`src/rtl/pipe_pkg.sv`:
```
// Shared pipeline definitions: NOP encoding, payload field indices and the
// occupancy states used by every stage register.
package pipe_pkg;

  localparam logic [31:0] NOP_INST = 32'h00000033;

  localparam int F_INST = 0;
  localparam int F_PC   = 1;
  localparam int F_RS1  = 2;
  localparam int F_RS2  = 3;

  // Encoded as {vS, vM}; 2'b10 would mean a skid entry with no head and never occurs.
  typedef enum logic [1:0] {
    EMPTY = 2'b00,
    ONE   = 2'b01,
    TWO   = 2'b11
  } occ_e;

endpackage

```
`src/rtl/pipe_sat_cnt.sv`:
```
// Saturating event counter shared by the pipeline performance counters.
// Clear wins over increment; the count sticks at all-ones.
module pipe_sat_cnt #(
  parameter int CNT_W = 16
) (
  input  logic             clk,
  input  logic             clr,
  input  logic             inc,
  output logic [CNT_W-1:0] count
);

  always_ff @(negedge clk) begin
    if (clr) begin
      count <= '0;
    end else if (inc && (count != '1)) begin
      count <= count + 1'b1;
    end
  end

endmodule

```
`src/rtl/pipe_stage_reg.sv`:
```
// Generic pipeline stage register: valid/ready handshake, 2-entry skid buffer,
// flush, and a NOP bubble presented downstream whenever the stage is empty.
module pipe_stage_reg
  import pipe_pkg::*;
#(
  parameter int                WIDTH       = 32,
  parameter int                FIELDS      = 4,
  parameter logic [WIDTH-1:0]  BUBBLE_INST = WIDTH'(NOP_INST),
  parameter logic [FIELDS-1:0] KEEP_MASK   = FIELDS'(4'b0010),
  parameter int                CNT_W       = 16
) (
  input  logic                    clk,
  input  logic                    rst,
  input  logic                    flush,
  input  logic                    in_valid,
  output logic                    in_ready,
  input  logic [FIELDS*WIDTH-1:0] in_data,
  output logic                    out_valid,
  input  logic                    out_ready,
  output logic [FIELDS*WIDTH-1:0] out_data,
  output logic [1:0]              occupancy,
  output logic [CNT_W-1:0]        bubble_cnt
);

  localparam int DW = FIELDS * WIDTH;

  occ_e          state;
  occ_e          state_nxt;
  logic [DW-1:0] m_q;
  logic [DW-1:0] s_q;
  logic          vm;
  logic          vs;
  logic          accept;
  logic          consume;
  logic          load_m_in;
  logic          load_m_s;
  logic          load_s_in;
  logic          bubble_edge;

  assign vm          = state[0];
  assign vs          = state[1];
  // in_ready comes only from registered state, never from out_ready.
  assign in_ready    = ~vs;
  assign out_valid   = vm;
  assign accept      = in_valid & in_ready;
  assign consume     = vm & out_ready;
  assign occupancy   = {1'b0, vm} + {1'b0, vs};
  assign bubble_edge = ~vm;

  always_ff @(negedge clk) begin
    if (rst) begin
      state <= EMPTY;
    end else begin
      state <= state_nxt;
    end
  end

  always_comb begin
    state_nxt = state;
    load_m_in = 1'b0;
    load_m_s  = 1'b0;
    load_s_in = 1'b0;
    if (flush) begin
      state_nxt = EMPTY;
    end else begin
      case (state)
        EMPTY: begin
          if (accept) begin
            state_nxt = ONE;
            load_m_in = 1'b1;
          end
        end
        ONE: begin
          if (accept && consume) begin
            load_m_in = 1'b1;
          end else if (accept) begin
            state_nxt = TWO;
            load_s_in = 1'b1;
          end else if (consume) begin
            state_nxt = EMPTY;
          end
        end
        TWO: begin
          if (consume) begin
            state_nxt = ONE;
            load_m_s  = 1'b1;
          end
        end
        default: state_nxt = EMPTY;
      endcase
    end
  end

  // Data is left untouched on flush so kept fields still show the last head.
  always_ff @(negedge clk) begin
    if (rst) begin
      m_q <= '0;
      s_q <= '0;
    end else begin
      if (load_m_in) begin
        m_q <= in_data;
      end else if (load_m_s) begin
        m_q <= s_q;
      end
      if (load_s_in) begin
        s_q <= in_data;
      end
    end
  end

  for (genvar f = 0; f < FIELDS; f++) begin : g_field
    if (f == F_INST) begin : g_inst
      assign out_data[f*WIDTH +: WIDTH] = vm ? m_q[f*WIDTH +: WIDTH] : BUBBLE_INST;
    end else if (KEEP_MASK[f]) begin : g_keep
      assign out_data[f*WIDTH +: WIDTH] = m_q[f*WIDTH +: WIDTH];
    end else begin : g_zero
      assign out_data[f*WIDTH +: WIDTH] = vm ? m_q[f*WIDTH +: WIDTH] : '0;
    end
  end

  pipe_sat_cnt #(
    .CNT_W(CNT_W)
  ) u_bubble_cnt (
    .clk  (clk),
    .clr  (rst),
    .inc  (bubble_edge),
    .count(bubble_cnt)
  );

endmodule

```
`config.mk`:
```
export PLATFORM = sky130hd
export DESIGN_NAME = pipe_stage_reg
export DESIGN_NICKNAME = d
export VERILOG_FILES = /design/src/rtl/pipe_pkg.sv /design/src/rtl/pipe_sat_cnt.sv /design/src/rtl/pipe_stage_reg.sv
export SDC_FILE = /design/constraint.sdc
export NUM_CORES = 1
export LEC_CHECK = 0
export CORE_ASPECT_RATIO = 0.75
export CORE_MARGIN = 8
export CORE_UTILIZATION = 45
export DETAILED_ROUTE_END_ITERATION = 8
export MAX_ROUTING_LAYER = met4
export PLACE_DENSITY_LB_ADDON = 0.3
export SLEW_MARGIN = 5
export SYNTH_ARGS = -nofsm -noshare
export SYNTH_HDL_FRONTEND = slang
export SYNTH_HIERARCHICAL = 1
export SYNTH_SLANG_ARGS = --single-unit
```
`constraint.sdc`:
```
create_clock -name clk -period 1.95 [get_ports clk]
set_input_delay 0.39 -clock clk [delete_from_list [all_inputs] [get_ports clk]]
set_output_delay 0.39 -clock clk [all_outputs]
set_load 0.005 [all_outputs]
```
# After elaboration in Yosys (flattened, before gate mapping)
# Index checks and enable logic that the tools add are counted.
# word_totals
out_inout_bits	148
ff_bits	274
word_cells	44
# classes
bitwise	4
n_reduce_logical	6
eq_ne	7
addsub	2
n_mux	21
# ops
op	n
$mux 128	2
$mux 32	3
$add 16x1->16 const B	1
$ne 16x16->1 const B	1
$mux 2	5
$mux 1	9
$ne 2x2->1 const B	3
$pmux 2 s3	1
$reduce_and 4->1	1
$ne 3x3->1 const B	1
$add 1x1->2	1
$and 1x1->1	2
$eq 2x1->1 const B	1
$eq 2x2->1 const B	1
$logic_and 1x1->1	2
$logic_not 2->1	1
$not 1->1	2
$pmux 1 s2	1
$reduce_bool 2->1	1
$reduce_or 2->1	1

# Logic depth before layout (Yosys ltp)
# logic_depth
depth_word	7
depth_mapped	10

# Hierarchy
# The synthesis kept the hierarchy.
# by_module_without_submodules
mod	area_each_um2	seq_area_each_um2	n_inst	cells_per_inst
pipe_stage_reg	10451.3	5165.0	1	1153
pipe_sat_cnt	802.0	320.3	1	97

==> results by stage <==
Status:
- The flow ran to the end, but the final reports show violations.
- The final reports fail on setup timing.

Timing:
- Between clock sinks in the finished design, the worst skew comes to between 20 and 25 ps.
- In this run the tightest slew margin relative to its limit is 0.6220.
- The actual transition at the worst max-transition pin is ~560 ps.
- The setup violation total in the final timing report is approximately 410.
- The number of pins exceeding their max-slew limit in the final report is 0.
- Setup repair after global routing could not meet its margin everywhere.
- The final-report hold violation count is 0.
- The worst path setup slack after routing is -1042 ps.

GRT:
- The first global-routing pass estimated roughly 63,000 µm of wire.
- The initial antenna violation count came to 4.
- Global routing finished with a remaining overflow of 0.
- The overall routing resource usage is 0.2572.
- The pin count of the biggest net entering global routing is between 40 and 50.
- The via count of the first global-routing pass is 12,584.

Logic synthesis:
- The fraction of registers with async set/reset is 0.
- After technology mapping, the gate count stands at 1,250.
- A synthesized cell averages approximately 9 µm².
- The share of the yosys chip area belonging to registers is 0.4874.
- The number of warning messages in the yosys log is 6.
- The biggest area contributor in the post-synthesis netlist is sky130_fd_sc_hd__dfxtp_1.
- The mapped netlist covers 11,250 µm².
- The synthesized net count is between 1,000 and 1,500.
- Synthesis instantiated 50 different standard cells from the library.
- The dominant register cell in the synthesized netlist is sky130_fd_sc_hd__dfxtp_1.
- Counting flops and latches in the post-synthesis netlist gives about 270.
- Of the post-synthesis cell area, the dominant cell type holds 0.4874.
- The number of synthesized flops with an enable pin is 0.
- Ranked by total cell area, the synthesized netlist is headed by sky130_fd_sc_hd__dfxtp_1 49%, sky130_fd_sc_hd__a22o_1 10%, sky130_fd_sc_hd__nand2_1 8.7%.

Clock network:
- TritonCTS built the clock tree.
- The root buffer selected by CTS is sky130_fd_sc_hd__clkbuf_16.
- The clock insertion delay at the later pin of the skew report is 600 ps.
- Clock-pin slew was measured on the worst setup and hold paths at ~30 ps.
- The maximum clock insertion buffer count is 3.
- CTS built an H-tree with a depth of 1.
- The number of buffers created by CTS is 29.
- The clock net in this run drives a total of approximately 270 sinks.
- Buffers inserted to repair hold after CTS numbered 0.

Die:
- The core box area is 24,770 µm².
- Pin placement for this block handled 281 I/O pins.
- The die span in x is ~200 µm.
- The starting density of the core is 0.4542.
- The die area is roughly 30,000 µm².
- The row count is 50.
- The die is 153.0 µm tall.

Setup path:
- STA puts the critical path data required time at about 1600 ps.
- The class of the most critical setup path is flop to output port.
- The worst-path cell with the longest stage delay is sky130_fd_sc_hd__dfxtp_4.
- STA classifies the critical path startpoint as a flop.
- The endpoint arrival time on the critical path is between 2000 and 3000 ps.
- The largest fanout on the critical path is 6.
- The worst register-to-register path has a setup slack of -520 ps.
- Walking the worst path, the cells encountered are buf_12 -> buf_8 -> buf_12 -> buf_8 -> nand2b_4 -> buf_6.
- The kind of end point of the critical path is an output port.
- The longest individual stage delay on the worst path is ~360 ps.
- In this run the critical register-to-register path is launched from state[0].
- The startpoint of the most critical setup path is state[0].

Finish:
- In the layout the commonest cells are 281 x sky130_fd_sc_hd__inv_1, 226 x sky130_fd_sc_hd__nand2_1, 224 x sky130_fd_sc_hd__dfxtp_1, 147 x sky130_fd_sc_hd__buf_6, 139 x sky130_fd_sc_hd__a21oi_1.
- The area growth from synthesis to layout is 64.77%.
- Leaving out fill and tap cells, the most frequent cell in the layout is sky130_fd_sc_hd__inv_1.
- The layout cell share with drive strength beyond 1 is 0.2997.
- Measured on the finished design, the core utilization comes to 0.7484.
- The final layout net count is 2,000.

Detailed routing:
- For this run, the detailed router's first-pass iteration total came to 6.
- The DRC violations left is 0.
- The count of nets left with antenna violations after detail routing is 0.
- The count of routing violations after the opening detailed-route iteration is 712.
- Summing over every cut layer, the via total after detailed routing is 11,806.
- The routed via count divided by cell count is between 5 and 6.
- Dividing the detail-routed wire length by the instance count gives ~18 µm.
- For this block, the routed nets add up to slightly above 40,000 µm of wire.

Power:
- For this design the ratio of total power to cell area is 855.9 nW/µm².
- Summed over all cells, the static leakage comes to ~9.4 nW.
- Across the VDD grid, the largest voltage drop is between 800 and 900 µV.

Run:
- Max-cap violations in this run came to 0.

Worst hold path:
- The tightest min-delay check is of the flop to flop type.
- The startpoint identified for the worst hold timing path is m_q[41].

Place:
- At the end of routability-driven placement, the weighted congestion stood at 0.8399.
- The wire-length estimate of the detail-placed layout is 22,960 µm.
- The worst slack at placement is -1203 ps.
- The count of input and output buffers is 280.
-- layout make-up --
| cell class | instances | area (µm²) |
|---|---|---|
| Inverter | 4 | 17.52 |
| Multi-Input combinational cell | 839 | 5424 |
| Antenna cell | 5 | 12.51 |
| Clock buffer | 29 | 725.7 |
| Fill cell | 1684 | 6232 |
| Timing Repair Buffer | 440 | 5050 |
| Clock inverter | 299 | 1339 |
| Tap cell | 338 | 422.9 |
| Sequential cell | 274 | 5550 |
-- what timing repair did --
action	CTS	global route
buffers inserted	36	17
endpoints found under the setup margin	406	411
resized for setup	788	127
gates cloned	21	5
pin swaps	24	88
-- worst max-delay path, delay by kind of cell (launching register included) --
kind          cells  cell delay, ps
flops             1             360
buf+inv           5             610
simple gates      1              60
-- report_power, final --
part	internal, mW	leakage, nW	switching, mW
Clock	4.40	1.97	3.90
Sequential	5.84	2.25	0.113
Combinational	0.961	5.21	0.653
-- logic make-up (layout without fill, tap and decap cells) --
family | Yosys count | in the layout | share of synthesized area
AOI/OAI and AO/OA | 420 | 420 | 0.2637
xor gates and xnor gates | 1 | 1 | 0.0007784
adders and majority gates | 5 | 5 | 0.005559
buffers and inverters | 137 | 772 | 0.07016
DFF | 274 | 274 | 0.4874
muxes | 3 | 3 | 0.002780
other | 0 | 5 | 0
and+or+nand+nor | 410 | 410 | 0.1696
-- synth_stat cells (2+ instances only) --
library cell	n
sky130_fd_sc_hd__a21boi_0	2
sky130_fd_sc_hd__a21o_1	128
sky130_fd_sc_hd__a21oi_1	139
sky130_fd_sc_hd__a22o_1	128
sky130_fd_sc_hd__a31oi_1	5
sky130_fd_sc_hd__and2_1	93
sky130_fd_sc_hd__and3_1	3
sky130_fd_sc_hd__and4_1	2
sky130_fd_sc_hd__buf_1	2
sky130_fd_sc_hd__buf_2	40
sky130_fd_sc_hd__buf_4	34
sky130_fd_sc_hd__buf_6	13
sky130_fd_sc_hd__clkbuf_1	42
sky130_fd_sc_hd__dfxtp_1	274
sky130_fd_sc_hd__ha_1	5
sky130_fd_sc_hd__inv_1	6
sky130_fd_sc_hd__mux2i_1	2
sky130_fd_sc_hd__nand2_1	262
sky130_fd_sc_hd__nand2b_1	5
sky130_fd_sc_hd__nand3_1	5
sky130_fd_sc_hd__nand3_2	2
sky130_fd_sc_hd__nand3b_1	2
sky130_fd_sc_hd__nand4_1	4
sky130_fd_sc_hd__nor2_1	8
sky130_fd_sc_hd__nor2b_1	2
sky130_fd_sc_hd__nor3_1	9
sky130_fd_sc_hd__o21ai_0	2
sky130_fd_sc_hd__o31ai_1	5
sky130_fd_sc_hd__or3_1	4
sky130_fd_sc_hd__or4_1	2
-- routing by layer --
metal,track usage,up-vias,share of wire
met5,-,-,0
met4,0.1257,0,0.030
met3,0.08513,99,0.078
met2,0.4080,495,0.49
met1,0.2885,5659,0.40
li1,-,5553,-
-- final timing paths --
kind,cells past startpoint,end
worst min register to register,1,m_q[41]
worst max register to register,13,m_q[96]
worst max-delay path,6,out_data[0]
worst min-delay path,1,m_q[41]
-- stage by stage --
step	hold WS, ps	setup TNS (ps)	cell area (µm²)	total power, mW	cells
2_1_floorplan	417.4	-140410	11740	7.433	1250
3_3_place_gp	424.2	-372330	15050	8.068	1832
3_5_place_dp	431.0	-379670	15050	8.096	1832
4_1_cts	436.1	-182990	18250	15.96	2214
5_1_grt	457.6	-228440	18540	16.86	2227
6_report	436.7	-197630	18540	15.87	2228
-- registers in the layout (all words and copies together), names as in the netlist --
name and count:
m_q 128, s_q 128, u_bubble_cnt/count 16, state 2
No activity file was read; power rests on OpenSTA's default activity.
